File: config.mk
export PLATFORM = sky130hd
export DESIGN_NAME = spram_fifo_ctrl
export DESIGN_NICKNAME = d
export VERILOG_FILES = /design/src/rtl/spram_fifo_ctrl.sv
export SDC_FILE = /design/constraint.sdc
export NUM_CORES = 1
export LEC_CHECK = 0
export ABC_AREA = 1
export BUFFER_PORTS_ARGS = -buffer_cell sky130_fd_sc_hd__buf_2
export CAP_MARGIN = 5
export CORE_UTILIZATION = 59
export CTS_BUF_LIST = sky130_fd_sc_hd__clkbuf_2
export CTS_CLUSTER_SIZE = 12
export DETAILED_ROUTE_END_ITERATION = 10
export PLACE_DENSITY = 0.94
export RECOVER_POWER = 100
export SLEW_MARGIN = 20
export SYNTH_ARGS = -nofsm -noshare
export SYNTH_HDL_FRONTEND = slang
export SYNTH_SLANG_ARGS = --single-unit
File: constraint.sdc
create_clock -name clk -period 5.26 [get_ports clk]
set_input_delay 0 -clock clk [delete_from_list [all_inputs] [get_ports clk]]
set_output_delay 0 -clock clk [all_outputs]
set_load 0.01 [all_outputs]
File: src/rtl/spram_fifo_ctrl.sv
// -----------------------------------------------------------------------------
// spram_fifo_ctrl
//   Synchronous FIFO controller wrapped around a single-port SRAM with active-low
//   chip/write enables and a one-cycle read latency. The single RAM port is
//   shared between writes and reads. A two-entry registered output buffer hides
//   the read latency. While nothing older is queued, pushes go directly into
//   that buffer (bypass), which gives one word per cycle.
//
//   Optional feature macro: SPRAM_FIFO_STAT_EN. When it is defined, the block
//   adds the peak_count port, which holds the highest occupancy seen since the
//   last reset.
//
// Ports
//   clk         clock, also the RAM clock
//   rst         synchronous reset, active-high
//   in_valid    push request
//   in_ready    push accepted when in_valid && in_ready
//   in_data     push data
//   out_valid   head word available
//   out_ready   pop when out_valid && out_ready
//   out_data    head word (registered)
//   count       total words held (RAM + output buffer + read in flight)
//   ram_ceb     RAM chip enable, active-low
//   ram_web     RAM write enable, active-low (0 = write)
//   ram_a       RAM address
//   ram_d       RAM write data
//   ram_q       RAM read data, valid the cycle after a read
//   peak_count  maximum of count since reset (SPRAM_FIFO_STAT_EN only)
// -----------------------------------------------------------------------------
module spram_fifo_ctrl #(
  parameter  int DATA_WIDTH = 32,
  parameter  int ADDR_WIDTH = 5,
  parameter  int DEPTH      = 32,
  localparam int CNT_W      = ADDR_WIDTH + 2
) (
  input  logic                  clk,
  input  logic                  rst,
  input  logic                  in_valid,
  output logic                  in_ready,
  input  logic [DATA_WIDTH-1:0] in_data,
  output logic                  out_valid,
  input  logic                  out_ready,
  output logic [DATA_WIDTH-1:0] out_data,
  output logic [CNT_W-1:0]      count,
  output logic                  ram_ceb,
  output logic                  ram_web,
  output logic [ADDR_WIDTH-1:0] ram_a,
  output logic [DATA_WIDTH-1:0] ram_d,
  input  logic [DATA_WIDTH-1:0] ram_q
`ifdef SPRAM_FIFO_STAT_EN
  ,
  output logic [CNT_W-1:0]      peak_count
`endif
);

  localparam logic [ADDR_WIDTH:0]   DEPTH_L = (ADDR_WIDTH + 1)'(DEPTH);
  localparam logic [ADDR_WIDTH-1:0] PTR_ONE = ADDR_WIDTH'(1);

  logic [ADDR_WIDTH-1:0] wptr_r;
  logic [ADDR_WIDTH-1:0] rptr_r;
  logic [ADDR_WIDTH:0]   ram_cnt_r;
  logic                  rd_pend_r;
  logic [1:0]            buf_cnt_r;
  logic [DATA_WIDTH-1:0] buf0_r;      // oldest buffered word
  logic [DATA_WIDTH-1:0] buf1_r;
  logic [ADDR_WIDTH-1:0] last_a_r;    // address held on idle cycles
  logic [DATA_WIDTH-1:0] last_d_r;    // write data held on idle/read cycles

  logic                  rd_issue_s;
  logic                  bypass_ok_s;
  logic                  push_s;
  logic                  push_byp_s;
  logic                  push_ram_s;
  logic                  pop_s;
  logic                  buf_wr_s;
  logic [DATA_WIDTH-1:0] buf_wdata_s;

  // Port arbitration and handshake decode, derived from registered state only.
  always_comb begin
    // Keep the buffer plus the in-flight read at or below two words, so a
    // returning read always finds room.
    rd_issue_s  = (ram_cnt_r != '0) && ((buf_cnt_r + {1'b0, rd_pend_r}) < 2'd2);
    // Bypass only while nothing older sits in the RAM or in flight.
    bypass_ok_s = (ram_cnt_r == '0) && !rd_pend_r && (buf_cnt_r < 2'd2);
    in_ready    = !rst && !rd_issue_s && (bypass_ok_s || (ram_cnt_r < DEPTH_L));
    push_s      = in_valid && in_ready;
    push_byp_s  = push_s && bypass_ok_s;
    push_ram_s  = push_s && !bypass_ok_s;
    out_valid   = !rst && (buf_cnt_r != 2'd0);
    pop_s       = out_valid && out_ready;
    // A capture and a bypass write never coincide, because bypass needs !rd_pend.
    buf_wr_s    = rd_pend_r || push_byp_s;
    if (rd_pend_r) begin
      buf_wdata_s = ram_q;
    end else begin
      buf_wdata_s = in_data;
    end
  end

  // RAM port drive: a read has priority; a push is never accepted in a read cycle.
  always_comb begin
    if (rst) begin
      ram_ceb = 1'b1;
      ram_web = 1'b1;
      ram_a   = '0;
      ram_d   = '0;
    end else if (rd_issue_s) begin
      ram_ceb = 1'b0;
      ram_web = 1'b1;
      ram_a   = rptr_r;
      ram_d   = last_d_r;
    end else if (push_ram_s) begin
      ram_ceb = 1'b0;
      ram_web = 1'b0;
      ram_a   = wptr_r;
      ram_d   = in_data;
    end else begin
      ram_ceb = 1'b1;
      ram_web = 1'b1;
      ram_a   = last_a_r;
      ram_d   = last_d_r;
    end
  end

  // Occupancy and head-word outputs.
  always_comb begin
    if (rst) begin
      count = '0;
    end else begin
      count = CNT_W'(ram_cnt_r) + CNT_W'(buf_cnt_r) + CNT_W'(rd_pend_r);
    end
    out_data = buf0_r;
  end

  // RAM pointers, RAM occupancy, read-pending flag and held port values.
  always_ff @(posedge clk) begin
    if (rst) begin
      wptr_r    <= '0;
      rptr_r    <= '0;
      ram_cnt_r <= '0;
      rd_pend_r <= 1'b0;
      last_a_r  <= '0;
      last_d_r  <= '0;
    end else begin
      if (rd_issue_s) begin
        rptr_r   <= rptr_r + PTR_ONE;
        last_a_r <= rptr_r;
      end else if (push_ram_s) begin
        wptr_r   <= wptr_r + PTR_ONE;
        last_a_r <= wptr_r;
        last_d_r <= in_data;
      end
      // A read and a RAM write are never issued in the same cycle.
      ram_cnt_r <= ram_cnt_r + {{ADDR_WIDTH{1'b0}}, push_ram_s}
                             - {{ADDR_WIDTH{1'b0}}, rd_issue_s};
      // A read issued now supersedes any capture that clears the flag this cycle.
      rd_pend_r <= rd_issue_s;
    end
  end

  // Two-entry output buffer: buf0 is the head; pops shift buf1 forward.
  always_ff @(posedge clk) begin
    if (rst) begin
      buf_cnt_r <= 2'd0;
      buf0_r    <= '0;
      buf1_r    <= '0;
    end else begin
      case ({pop_s, buf_wr_s})
        2'b01: begin
          if (buf_cnt_r == 2'd0) begin
            buf0_r <= buf_wdata_s;
          end else begin
            buf1_r <= buf_wdata_s;
          end
          buf_cnt_r <= buf_cnt_r + 2'd1;
        end
        2'b10: begin
          buf0_r    <= buf1_r;
          buf_cnt_r <= buf_cnt_r - 2'd1;
        end
        2'b11: begin
          if (buf_cnt_r == 2'd1) begin
            buf0_r <= buf_wdata_s;
          end else begin
            buf0_r <= buf1_r;
            buf1_r <= buf_wdata_s;
          end
        end
        default: begin
          buf_cnt_r <= buf_cnt_r;
        end
      endcase
    end
  end

`ifdef SPRAM_FIFO_STAT_EN
  logic [CNT_W-1:0] peak_r;

  // High-water mark of count; lags count by one cycle and never decreases.
  always_ff @(posedge clk) begin
    if (rst) begin
      peak_r <= '0;
    end else if (count > peak_r) begin
      peak_r <= count;
    end
  end

  assign peak_count = peak_r;
`endif

endmodule

After elaboration in Yosys (flattened, before gate mapping):

Cells that the tools add are included.

* add/subtract/negate cells: 9
* magnitude comparators: 3
* equality and inequality tests: 7
* multiplexer cells: 20
* bitwise gates (word level): 1
* reduce and logical (&&, ||, !) cells: 26

Operators with widths (count)
* $mux 32: 8
* $pmux 32 s3: 1
* $pmux 32 s2: 1
* $mux 5: 3
* $add 5x1->5 const B: 2
* $logic_and 1x1->1: 10
* $add 6x2->7: 1
* $add 7x1->7: 1
* $mux 7: 1
* $add 6x1->6: 1
* $logic_not 6->1: 1
* $lt 6x6->1 const B: 1
* $ne 2x2->1 const B: 3
* $reduce_bool 2->1: 3
* $reduce_bool 6->1: 1
* $sub 6x1->6: 1
* $mux 1: 5
* $eq 2x1->1 const B: 2
* $eq 2x2->1 const B: 2
* $logic_not 1->1: 4
* $lt 2x2->1 const B: 2
* $pmux 2 s2: 1
* $reduce_and 2->1: 2
* $reduce_and 3->1: 1
* other kinds (7): 8

* flip-flop bits (word level): 120
* input port bits: 68
* output and inout bits: 80
* word-level logic and storage cells: 75

Depth between registers and ports, before layout:

* depth after elaboration: 12
* gate-level depth with buffers: 22
* mapped depth without buffers: 20

Worst setup path after synthesis:

OpenSTA, ideal clock, no wires.

* kind: reg-to-reg
* start point: register ram_cnt_r[5]
* end point: register ram_cnt_r[4]
* library setup time: 70 ps
* arrival time: 2756 ps
* required time: 5190 ps
* setup slack: 2435 ps
* stages on the path, launching flop included: 21
* path buffers: 2
* clock period less this slack: 2825 ps
* path through: dfxtp_1 > inv_1 > ha_1 > nand2_1 > inv_1 > nand2_1 > nand3_4 > nand2_4 > nor2_4 > nand3_2 > buf_6 > buf_6 > ha_1 > ha_1 > inv_1 > fa_1 > nor2_1 > o21ai_0 > nand2_1 > o21ai_0 > a21oi_1

* word-level cells in the longest chain between the ends: 9
* elaborated cells between the ends (all ways): 15
* classes of those cells: add/sub (2); order compare (1); reduce/logical (12)

Ends and longest elaborated chain
* from (decl): line 61 `logic [ADDR_WIDTH:0] ram_cnt_r;`
* from (signal assigned): line 154 `ram_cnt_r <= ram_cnt_r + {{ADDR_WIDTH{1'b0}}, push_ram_s}`
* parallel branches: the longest is 4 deep, another holds $lt 6x6->1
* $logic_and 1x1->1 *: line 85 `in_ready = !rst && !rd_issue_s && (bypass_ok_s || (ram_cnt_r < DEPTH_L));`
* named net in_ready: line 39 `output logic in_ready,`
* $logic_and 1x1->1 *: line 86 `push_s = in_valid && in_ready;`
* $logic_and 1x1->1 *: line 88 `push_ram_s = push_s && !bypass_ok_s;`
* $add 6x1->6 *: line 154
* $sub 6x1->6 *: line 155 `- {{ADDR_WIDTH{1'b0}}, rd_issue_s};`

Mark *: on every way through the listed nets, which the timed path passes.
A chain may end at the register's enable or synchronous reset.

Final worst setup path:

* start point: register rd_pend_r
* end point: output port ram_web

* word-level cells in the longest chain between the ends: 11
* elaborated cells between the ends (all ways): 16
* classes of those cells: add/sub (1); order compare (1); mux (3); reduce/logical (11)

Ends and longest elaborated chain
* from (decl): line 62 `logic rd_pend_r;`
* from (signal assigned): line 157 `rd_pend_r <= rd_issue_s;`
* $add 2x1->2: line 82 `rd_issue_s = (ram_cnt_r != '0) && ((buf_cnt_r + {1'b0, rd_pend_r}) < 2'd2);`
* $lt 2x2->1: line 82
* $logic_and 1x1->1: line 82
* $logic_not 1->1: line 85
* $logic_and 1x1->1 (2 in series): line 85
* $logic_and 1x1->1: line 86
* $logic_and 1x1->1: line 88
* $mux 1: line 112 `end else if (push_ram_s) begin`
* $mux 1 *: line 107 `end else if (rd_issue_s) begin`
* $mux 1 *: line 102 `if (rst) begin`
* to (decl): line 46 `output logic ram_web,`

Every way passes the cells marked *; elsewhere a longest branch is shown, timed or not.

==> metrics.cfg <==
[route]
drtIter0Drc=237
wirelength_mm=15.88
wl_per_cell_um=15.26
antenna_left=0
drtPass1Iterations=7
vias_per_cell=5.368
via_count=5588
drcViolationCount=0

[yosys]
yosysMostFrequentCell=dfxtp_1
synth_common_cells=120 x dfxtp_1, 94 x o21ai_0, 83 x nor2_1, 75 x nand2_1, 73 x inv_1
syn_inst=703
yosys_warnings=0
yosys-top-cells-area=dfxtp_1 43%, o21ai_0 8.4%, mux2_2 6.4%, nor2_1 5.5%, nand2_1 5.0%
synth_top_area_share=0.4278
synth_top_family_by_area=compound AO/OA/AOI/OAI gates
synth_xor_xnor_area_share=0.004679
synthAdderAreaFrac=0.05749
synth_compound_area_frac=0.1892
syn-cell-area_mm2=0.005615
synth_cell_types=32
synth_area_per_cell_um2=7.988
syn-num-nets=795
yosys.area_share.simple=0.1691
seq_area_frac_synth=0.4278
synth_edf_count=0
yosys-mux-area-fraction=0.06417
yosysTopAreaCell=dfxtp_1
async_reset_ff_frac=0
yosys_register_bits=120
synthFlopType=dfxtp_1

[placement]
portBuffers=147
dp_hpwl_mm=8.875
dp_cells=942
dp_worst_setup_slack_ns=1.254
gp_congestion=0.8133

[die]
num_io_pins=148
dieArea_mm2=0.009912
start_util=0.6077
die_w_um=99.56
die_h_um=99.56
rows=35
core_area_mm2=0.009240

[pwr]
ir_drop_mv=0.2703
total_power_mw=3.793
powerDensity_mw_per_mm2=528.5
leakage_nw=3.029

[critical_path]
endpoint_kind=primary output
cp.arrival_ns=4.65
critical_path_class=reg2out
cp.required_ns=5.26
cp_max_fo=40
start_kind=register

[final_layout]
area_growth_pct=27.81
drive_gt1_frac=0.1963
nFillCells=668
antenna_cells=0
nets=991
fin_cells=1041
ff_latch_area_mm2=0.002404
multi_input_area_mm2=0.002724

[clock_network]
clk_pin_slew_ns=0.18
cts_sinks=120
cts-root-buf=clkbuf_2
cts_buffers=17
htreeDepth=4
clockBufferDepth=2
post_cts_buffers=0
clk_latency_ns=0.65
cts_tree=done

[timing]
clock.fmax_mhz=214.9
setup_ws_ns=0.6060
slew_headroom=-0.3554
fin_skew_ns=0.03788
fin_crit_sh=0.8848
setup_tns_ns=0
finalCriticalPeriod_ns=4.654
report.final.slew_viol_count=74
rsz0062_at_grt=no
setup-violations-final=0
hold_viol_final=0
max_slew.worst_pin.slew_ns=2.033

[job]
max_cap_violations=2

[grt]
use_met2=0.5807
grt.overflow.total=0
top_usage_layer=met2
grt_pass1_vias=5539
grt_max_degree=111
grtUsageMet1=0.3646
grt_pass1_wl_mm=25.42
track_usage=0.3249
use_met3=0.05622
antenna_found_initial=0

[status]
violations=capacitance limit, slew limit
status=finished with violations

[hold_path]
min_path_type=in2reg

[metrics by stage]
| stage | utilization | hold slack [ns] | cell area [um2] |
|---|---|---|---|
| after floorplan | - | 0.05485 | 5615 |
| after global placement | 0.6879 | 0.2910 | 6356 |
| after detailed placement | 0.6887 | 0.3001 | 6364 |
| after CTS | 0.7908 | 0.1360 | 7307 |
| after global routing | 0.7767 | 0.1847 | 7177 |
| final | 0.7767 | 0.1820 | 7177 |
[layout by cell type, fill, tap and decap left out, types with 21 or more instances in the layout]
master and n:
dlygate4sd3_1 67, clkbuf_1 81, a21oi_1 48, inv_1 72
ha_1 21, a31oi_1 34, mux2_2 32, nor2_1 83
or2_2 33, o21ai_0 94, dfxtp_1 119, buf_2 68
nand2_1 75
[worst max-delay path: stages (launching register included)]
cell      delay [ns]
dfxtp_2         1.08
nand3_2         0.12
nand3_1         0.32
nand2_4         0.13
nor2_4          0.14
nand3_2         0.67
inv_2           0.87
ha_1            0.42
nand2_1         0.08
clkbuf_1        0.17
[flip-flops by register name (all words and copies together), names as in the netlist]
| signal | count |
|---|---|
| last_d_r | 32 |
| buf_cnt_r | 2 |
| ram_cnt_r | 6 |
| buf1_r | 32 |
| rd_pend_r | 1 |
| rptr_r | 5 |
| wptr_r | 5 |
| out_data | 32 |
| last_a_r | 5 |
[worst paths after layout]
check	start	endpoint	slack, ns	cells after the start
hold reg to reg	buf1_r[12]$_SDFFE_PP0P_	buf1_r[12]$_SDFFE_PP0P_	0.46	2
setup / recovery	rd_pend_r$_SDFF_PP0_	ram_web	0.61	9
setup reg to reg	rd_pend_r$_SDFF_PP0_	out_data[29]$_SDFFE_PP0P_	0.71	11
hold / removal	in_data[28]	last_d_r[28]$_DFF_P_	0.18	4
[layer usage]
layer,vias up,part of all wire
met4,0,0.042
met3,63,0.046
li1,2725,-
met5,-,0
met2,225,0.51
met1,2575,0.40
[cells by family (layout without fill, tap and decap cells)]
family,count (synthesis),in the layout
muxes,32,32
and+or+nand+nor,209,209
AOI/OAI and AO/OA,199,199
buffers and inverters,116,325
xor gates and xnor gates,3,3
DFF,120,120
adders and majority gates,24,24
[where the power goes]
part | switching (mW) | internal, mW
registers | 0.197 | 1.21
logic | 1.08 | 0.634
clock network | 0.355 | 0.313
total | 1.63 | 2.16
[repair_timing]
action,4_1_cts,5_1_grt
gates resized for setup,0,0
hold buffers,67,0
hold endpoints to repair,111,0
[cell type report]
type,count,area share
tap,129,0.02249
clock buffer,19,0.01325
clock inverter,13,0.02476
inverter,74,0.03870
sequential,120,0.3349
timing repair buffer,219,0.1864
multi-input combinational,467,0.3795
(Power assumes the default switching activity.)
